[src/rtl/pathfinding_pkg.sv]
// Shared types and defaults for the pathfinding explored-set RAM and its clients.
package pathfinding_pkg;

    localparam int          NODE_INFO_W       = 272;
    localparam int          MAX_NODES_DEFAULT = 100;
    localparam int          ADDR_W_DEFAULT    = 7;
    localparam logic [15:0] NODE_ID_EMPTY     = 16'd0;

    typedef struct packed {
        logic [15:0] x;
        logic [15:0] y;
    } map_node;

    // One explored-set record; node_id 0 marks an empty slot.
    typedef struct packed {
        logic [15:0]  node_id;
        logic [15:0]  parent_id;
        map_node      position;
        logic [31:0]  cost;
        logic [31:0]  heuristic;
        logic [143:0] reserved;
    } node_info;

    typedef enum logic [1:0] {
        APPENDED = 2'b00,
        UPDATED  = 2'b01,
        FULL     = 2'b10,
        INVALID  = 2'b11
    } write_status_t;

    typedef enum logic [2:0] {
        S_IDLE,
        S_CLEAR,
        S_SCAN_SET,
        S_SCAN_WAIT,
        S_SCAN_READ,
        S_WRITE,
        S_DONE
    } writer_state_t;

endpackage

[src/rtl/explored_writer.sv]
// Write side of the explored-set RAM: clear sweep, and insert by scan-then-update-or-append.
// Owns the fill count; the read port is shared with the search readers while busy is low.
import pathfinding_pkg::*;

module explored_writer #(
    parameter int MAX_NODES = MAX_NODES_DEFAULT,
    parameter int ADDR_W    = ADDR_W_DEFAULT
) (
    input  logic              clk,
    input  logic              reset_n,
    input  logic              clear,
    input  logic              insert,
    input  node_info          new_node,
    input  node_info          read_node,
    output logic              write_enable,
    output logic [ADDR_W-1:0] write_address,
    output node_info          write_data,
    output logic [ADDR_W-1:0] read_address,
    output logic              busy,
    output logic              done,
    output logic [1:0]        status,
    output logic [ADDR_W-1:0] slot_address,
    output logic [ADDR_W:0]   count,
    output logic              full
);

    localparam logic [ADDR_W-1:0] LAST_ADDR = ADDR_W'(MAX_NODES - 1);
    localparam logic [ADDR_W-1:0] ADDR_ONE  = ADDR_W'(1);
    localparam logic [ADDR_W:0]   CNT_ONE   = (ADDR_W + 1)'(1);
    localparam logic [ADDR_W:0]   CNT_MAX   = (ADDR_W + 1)'(MAX_NODES);

    writer_state_t     state_q, state_d;
    logic [ADDR_W-1:0] write_address_q, write_address_d;
    logic [ADDR_W-1:0] read_address_q, read_address_d;
    logic [ADDR_W-1:0] slot_address_q, slot_address_d;
    logic [ADDR_W:0]   count_q, count_d;
    write_status_t     status_q, status_d;
    // Remembers whether the pending WRITE is an append (grows count) or an in-place update.
    logic              append_q, append_d;

    assign write_enable  = (state_q == S_CLEAR) || (state_q == S_WRITE);
    assign write_data    = (state_q == S_WRITE) ? new_node : '0;
    assign write_address = write_address_q;
    assign read_address  = read_address_q;
    assign busy          = (state_q != S_IDLE);
    assign done          = (state_q == S_DONE);
    assign status        = status_q;
    assign slot_address  = slot_address_q;
    assign count         = count_q;
    assign full          = (count_q == CNT_MAX);

    // State and datapath registers; reset aborts any operation in flight.
    always_ff @(posedge clk or negedge reset_n) begin
        if (!reset_n) begin
            state_q         <= S_IDLE;
            write_address_q <= '0;
            read_address_q  <= '0;
            slot_address_q  <= '0;
            count_q         <= '0;
            status_q        <= APPENDED;
            append_q        <= 1'b0;
        end else begin
            state_q         <= state_d;
            write_address_q <= write_address_d;
            read_address_q  <= read_address_d;
            slot_address_q  <= slot_address_d;
            count_q         <= count_d;
            status_q        <= status_d;
            append_q        <= append_d;
        end
    end

    // Next-state logic: command decode, clear sweep, 3-cycle-per-entry scan, final write.
    always_comb begin
        state_d         = state_q;
        write_address_d = write_address_q;
        read_address_d  = read_address_q;
        slot_address_d  = slot_address_q;
        count_d         = count_q;
        status_d        = status_q;
        append_d        = append_q;

        unique case (state_q)
            S_IDLE: begin
                // Clear takes priority; a simultaneous insert is dropped, not queued.
                if (clear) begin
                    state_d         = S_CLEAR;
                    write_address_d = '0;
                end else if (insert) begin
                    if (new_node.node_id == NODE_ID_EMPTY) begin
                        state_d  = S_DONE;
                        status_d = INVALID;
                    end else if (count_q == '0) begin
                        state_d         = S_WRITE;
                        write_address_d = '0;
                        append_d        = 1'b1;
                    end else begin
                        state_d        = S_SCAN_SET;
                        read_address_d = '0;
                    end
                end
            end

            S_CLEAR: begin
                if (write_address_q == LAST_ADDR) begin
                    count_d = '0;
                    state_d = S_DONE;
                end else begin
                    write_address_d = write_address_q + ADDR_ONE;
                end
            end

            // Two idle edges so the RAM's registered read data lines up with SCAN_READ.
            S_SCAN_SET:  state_d = S_SCAN_WAIT;
            S_SCAN_WAIT: state_d = S_SCAN_READ;

            S_SCAN_READ: begin
                if (read_node.node_id == new_node.node_id) begin
                    state_d         = S_WRITE;
                    write_address_d = read_address_q;
                    append_d        = 1'b0;
                end else if ({1'b0, read_address_q} == (count_q - CNT_ONE)) begin
                    if (full) begin
                        state_d  = S_DONE;
                        status_d = FULL;
                    end else begin
                        state_d         = S_WRITE;
                        write_address_d = count_q[ADDR_W-1:0];
                        append_d        = 1'b1;
                    end
                end else begin
                    state_d        = S_SCAN_SET;
                    read_address_d = read_address_q + ADDR_ONE;
                end
            end

            S_WRITE: begin
                slot_address_d = write_address_q;
                if (append_q) begin
                    count_d  = count_q + CNT_ONE;
                    status_d = APPENDED;
                end else begin
                    status_d = UPDATED;
                end
                state_d = S_DONE;
            end

            S_DONE:  state_d = S_IDLE;

            default: state_d = S_IDLE;
        endcase
    end

endmodule

[config.mk]
export PLATFORM = sky130hd
export DESIGN_NAME = explored_writer
export DESIGN_NICKNAME = d
export VERILOG_FILES = /design/src/rtl/pathfinding_pkg.sv /design/src/rtl/explored_writer.sv
export SDC_FILE = /design/constraint.sdc
export NUM_CORES = 1
export LEC_CHECK = 0
export ABC_AREA = 1
export ABC_CLOCK_PERIOD_IN_PS = 2000
export CAP_MARGIN = 40
export CORE_AREA = 4 4 328 330
export DETAILED_ROUTE_END_ITERATION = 12
export DIE_AREA = 0 0 332 334
export DONT_BUFFER_PORTS = 1
export GPL_TIMING_DRIVEN = 0
export PLACE_DENSITY_LB_ADDON = 0.3
export RECOVER_POWER = 25
export SLEW_MARGIN = 20
export SYNTH_ARGS = -nofsm -noshare
export SYNTH_HDL_FRONTEND = slang
export SYNTH_SLANG_ARGS = --single-unit
[constraint.sdc]
create_clock -name clk -period 2 [get_ports clk]
set_clock_uncertainty 0.15 [all_clocks]
set_input_delay 0.4 -clock clk [delete_from_list [all_inputs] [get_ports clk]]
set_output_delay 0.4 -clock clk [all_outputs]
set_load 0.02 [all_outputs]
==> run_results.csv, run 1 <==
group,metric,value,unit
yosys,async_reset_ff_share,100,%
yosys,seq_area_frac_synth,17.8,%
yosys,synth_top_area_share,24.5,%
power,switching_share,58.1,%
final_layout,fin_nets,1622,
yosys,synth_top_cell_by_area,"nor2_1",
run_status,violations,"setup timing",
power,p_leak,4.49,nW
sta,fin_crit,2.67,ns
clock_network,tritoncts,"done",
worst_setup_path,end_kind,"output pin",
yosys,synth_common_cells,"nor2_1 (320), inv_1 (317), nand2_1 (152)",
final_layout,utilization,10.1,%
yosys,synth-edff-count,0,
sta,rsz0062_at_grt,"true",
final_layout,design_area,10600,sq um
clock_network,clockRootBuffer,"clkbuf_16",
yosys,ys_ff_latch,35,
placement,place_congestion,0.783,
worst_setup_path,cp-start-kind,"flip-flop",
yosys,synth_area_leaders,"nor2_1 (24%), inv_1 (24%), dfrtp_1 (18%), nand2_1 (12%), nand3_1 (2.8%)",
floorplanning,die_w,332,um
yosys,synth_ff_type,"dfrtp_1",
yosys,synthDistinctLibCells,40,
global_routing,grtUsageTotal,8.41,%
worst_hold_path,hold_path.class,"in2reg",
global_routing,grt_antenna_before_repair,8,
route,drc_errors,0,
route,viasPerCell,2.55,
floorplanning,core-area,105000,sq um
placement,dpl_cell_area,7910,sq um
sta,hold-worst-slack,0.236,ns
yosys,yosys_warnings,0,
yosys,avgSynthCellArea,4.92,sq um
power,ir_worst_vdd,0.000375,V
final_layout,drive_gt1_share,42.1,%
worst_setup_path,cp.arrival,2.12,ns
clock_network,clk_path_buf_depth,2,
floorplanning,die_h,334,um
global_routing,grt_pass1_wl,63100,um
sta,fin_crit_sh,134,%
sta,slew_violations,0,
worst_setup_path,reg2reg_from,"count[1]",
power,power_density,920,nW/um^2
sta,final_hold_viol_count,0,
floorplanning,dieArea,111000,sq um
power,power_frac_seq,16.7,%
route,detail-route-antenna-nets,0,
global_routing,overflow,0,
final_layout,areaGrowthSynthToFinish,115,%
sta,relSlewSlack,32.8,%
power,pwr-share-comb,72.5,%
worst_hold_path,holdCritStartpoint,"clear",
power,p_switching,0.00565,W
global_routing,grt_max_degree,36,
sta,fmax,0.374,GHz
placement,port_buffers,0,
floorplanning,start_util,4.68,%
sta,tightest_slew,1.01,ns
worst_setup_path,worstSetupStartpoint,"state_q[1]",
yosys,syn_inst,997,
global_routing,grt_pass1_vias,6368,
worst_setup_path,required,1.45,ns
route,drt_iter0_markers,308,
floorplanning,ios,855,
clock_network,clock-sinks,35,
power,p_clk_share,10.8,%
placement,hpwl,43500,um
run_status,status,"finished with violations",
floorplanning,rows,119,
power,internal_power,0.00407,W
yosys,syn_area,4910,sq um
worst_setup_path,r2r_slack,-0.25,ns
clock_network,cts_max_level,2,
sta,setup_viol,297,
worst_setup_path,crit_type,"reg2out",
route,wire_per_inst,20.4,um
route,vias,6279,
yosys,yosysMostFrequentCell,"nor2_1",
clock_network,cts_buffers,5,
route,routed_wl,50300,um
run,cap_violations,0,
yosys,syn_nets,1550,
worst_setup_path,worst-path-max-fanout,8,
sta,fin_ws,-0.674,ns
clock_network,clk-insertion-delay-late,0.29,ns
placement,pre_cts_slack,-1.26,ns
clock_network,path_clk_slew,0.06,ns
route,drtPass1Iterations,5,
worst max-delay path, stage by stage, from the launching register on:
cell and delay [ns]:
dfrtp_2 0.43, nor2_4 0.28, inv_2 0.08, nor2_4 0.18, inv_8 0.08, clkbuf_16 0.19
buf_16 0.15, clkbuf_16 0.18, nor2_4 0.23
what timing repair did:
action,CTS,global route
hold endpoints to repair,35,0
pin swaps,48,36
buffers inserted,28,8
hold buffers,2,0
setup endpoints to repair,309,302
gates resized for setup,367,37
cloned,10,15
power groups by stage:
stage               Combinational, W  Sequential (W)  Clock (W)
finish                       0.00705         0.00162    0.00105
CTS                          0.00672         0.00170    0.00108
global route                 0.00760         0.00175    0.00112
detailed placement           0.00483         0.00161          0
floorplan                    0.00348         0.00123          0
global placement             0.00475         0.00166          0
sequential cells by signal, summed over array words and instances, names as in the netlist:
name,flops
write_address,7
state_q,3
append_q,1
status,2
read_address,7
slot_address,7
count,8
placed cells by master (no fill, tap or decap), drive strengths merged, types with 2 or more instances in the layout:
cell and n:
nand3 34, nor2 324, nor3b 3, nand2 158
nand3b 2, buf 68, xnor2 3, o21ai 25
inv 325, nand4 7, o21a 3, xor2 7
a21oi 9, clkbuf 38, or2 3, nor3 10
ha 5, diode 2, bufinv 2, dfrtp 35
o31ai 2
metal layers:
layer	up-vias	global-route usage, %	wire length (um)
met5	-	0	72
met4	12	0.656	520
met3	30	4.45	6270
met2	378	13.1	22400
met1	2936	10.7	21000
li1	2923	-	-
worst paths after layout:
kind,depth (start not counted),to
hold reg to reg,2,append_q
max in group asynchronous,2,write_address[1]
hold / removal,3,state_q[2]
min in group asynchronous,2,read_address[3]
setup reg to reg,13,write_address[1]
setup / recovery,8,write_data[165]
stage by stage:
| step | std cells | setup TNS (ns) | power [W] |
|---|---|---|---|
| after global routing | 2461 | -190.00 | 0.0105 |
| after floorplan | 997 | -22.39 | 0.00471 |
| after detailed placement | 2391 | -247.76 | 0.00644 |
| after CTS | 2438 | -171.67 | 0.00949 |
| after global placement | 2388 | -280.39 | 0.00641 |
| final | 2463 | -154.74 | 0.00973 |
area by class of cell:
| type | instances | area (sq um) |
|---|---|---|
| clock buffer | 5 | 125 |
| sequential | 35 | 897 |
| inverter | 325 | 1230 |
| clock inverter | 3 | 67.6 |
| antenna | 2 | 5.00 |
| fill | 12197 | 94200 |
| buffer | 37 | 702 |
| tap | 1391 | 1740 |
| multi-input combinational | 600 | 4910 |
| timing repair buffer | 65 | 896 |
cells by family (layout without fill, tap and decap cells):
family | Yosys count | in the layout | synth area share [%]
AO/OA/AOI/OAI | 43 | 43 | 4.89
AND/OR/NAND/NOR | 541 | 542 | 46.1
flip-flops | 35 | 35 | 17.8
adder cells (fa/ha/maj) | 5 | 5 | 1.27
buffers and inverters | 363 | 435 | 28.1
XOR/XNOR | 10 | 10 | 1.78
other | 0 | 2 | 0
Note: power is estimated with default switching activity, not from simulation.
==> run 2, diff against run 1 <==
Settings changed: TNS_END_PERCENT set to 50.
==> run_results.csv, run 2 (synthesis results as in run 1) <==
group,metric,value,unit
run_status,status,"finished with violations",
run_status,violations,"setup timing",
final_layout,multi_input_area,4730,sq um
route,drt_iter0_markers,305,
global_routing,grt_pass1_vias,6041,
sta,slew_violations,0,
clock_network,tritoncts,"done",
clock_network,path_clk_slew,0.06,ns
floorplanning,rows,119,
power,power_density,851,nW/um^2
route,detail-route-antenna-nets,0,
clock_network,clockRootBuffer,"clkbuf_16",
run,cap_violations,0,
power,ir_worst_vdd,0.000400,V
route,drtPass1Iterations,4,
placement,port_buffers,0,
floorplanning,die_w,332,um
route,viasPerCell,2.54,
placement,place_congestion,0.746,
final_layout,areaGrowthSynthToFinish,102,%
final_layout,seq_area,891,sq um
worst_setup_path,end_kind,"output pin",
floorplanning,core-area,105000,sq um
final_layout,final_cells,2440,
sta,setup_viol,296,
power,total_power,0.00845,W
placement,pre_cts_slack,-1.29,ns
worst_setup_path,cp-start-kind,"flip-flop",
clock_network,clock-sinks,35,
sta,final_hold_viol_count,0,
global_routing,grt_pass1_wl,52400,um
global_routing,grt_antenna_before_repair,16,
sta,rsz0062_at_grt,"true",
final_layout,largest_reg_flops,8,
floorplanning,start_util,4.68,%
sta,final.setup.tns,-159.62,ns
worst_setup_path,required,1.45,ns
worst_setup_path,cp.arrival,2.12,ns
sta,fmax,0.374,GHz
final_layout,final_common_cell,"inv_1",
clock_network,clk_path_buf_depth,2,
placement,hpwl,33800,um
final_layout,fill_cells,12223,
final_layout,layout_common_cells,"inv_1 (311), nor2_4 (268), nand2_1 (152), nor2_1 (47), clkbuf_16 (30)",
global_routing,grt_max_degree,36,
worst_hold_path,hold_path.class,"in2reg",
sta,fin_ws,-0.673,ns
sta,fin_crit,2.67,ns
floorplanning,dieArea,111000,sq um
route,drc_errors,0,
global_routing,grtUsageTotal,6.82,%
final_layout,drive_gt1_share,39.1,%
placement,placed_cells,2394,
clock_network,clk-insertion-delay-late,0.29,ns
clock_network,cts_max_level,2,
global_routing,overflow,0,
route,routed_wl,41000,um
floorplanning,die_h,334,um
power,p_leak,4.22,nW
worst_setup_path,worst-path-max-fanout,10,
route,wire_per_inst,16.8,um
floorplanning,ios,855,
final_layout,fin_nets,1590,
sta,hold-worst-slack,0.276,ns
clock_network,cts_buffers,5,
sta,tightest_slew,1.00,ns
worst_setup_path,crit_type,"reg2out",
sta,relSlewSlack,33.1,%
sta,fin_crit_sh,134,%
route,vias,6188,
[run 2: cell types whose count changed in the layout (fill, tap and decap cells not counted), moves of 7 or more]
cell | previous run | this run
buf_12 | 19 | 0
buf_4 | 25 | 5
clkbuf_8 | 1 | 14
diode_2 | 2 | 11
nand3_1 | 18 | 25
nor2_2 | 1 | 9
nor2_4 | 275 | 268
[run 2: metrics by stage]
step           instance area (sq um)  util, %
6_report                        9930     9.47
5_1_grt                         9910     9.46
4_1_cts                         9670     9.22
3_5_place_dp                    7020     6.70
3_3_place_gp                    6950     6.63
2_1_floorplan                   5210        -
[run 2: what timing repair did]
action                     4_1_cts  5_1_grt
hold endpoints to repair        35        0
resized for setup              520       73
hold buffers                     2        0
pin swaps                       27       32
setup endpoints to repair      308      304
setup buffers                    5        0
gates cloned                    20        0
[run 2: area by class of cell]
class | count | area share, %
antenna | 11 | 0.277
buffer | 38 | 6.33
clock buffer | 6 | 1.40
clock inverter | 2 | 0.353
inverter | 325 | 12.4
multi-input combinational | 599 | 47.6
sequential | 35 | 8.98
tap | 1391 | 17.5
timing repair buffer | 33 | 5.09
[run 2: routing by layer]
layer / routed length [um] / global-route usage, % / vias up
met5: 42 / 0 / -
met1: 15300 / 7.61 / 2856
met2: 18400 / 10.5 / 403
met3: 5510 / 3.97 / 51
li1: - / - / 2872
met4: 1810 / 3.05 / 6
[run 2: report_power, final]
group / switching [W] / total (W) / internal (W)
Sequential: 0.000661 / 0.00156 / 0.000900
Clock: 0.000330 / 0.000951 / 0.000620
Combinational: 0.00409 / 0.00594 / 0.00185
Total: 0.00508 / 0.00845 / 0.00337
[run 2: worst paths after layout]
path,from,end,slack (ns),depth (start not counted)
max,state_q[1],write_data[56],-0.67,8
min,clear,state_q[2],0.28,3
max reg2reg,count[0],read_address[0],-0.21,12
min reg2reg,append_q,append_q,0.43,2
max in group asynchronous,reset_n,count[0],0.30,2
min in group asynchronous,reset_n,slot_address[1],0.70,2
[run 2: worst max-delay path, stage by stage, from the launching register on]
cell and delay [ns]:
dfrtp_2 0.42, nor2_4 0.34, inv_2 0.08, nor2_4 0.15, inv_6 0.08, clkbuf_16 0.18, buf_16 0.16, clkbuf_8 0.22
nor2_4 0.18
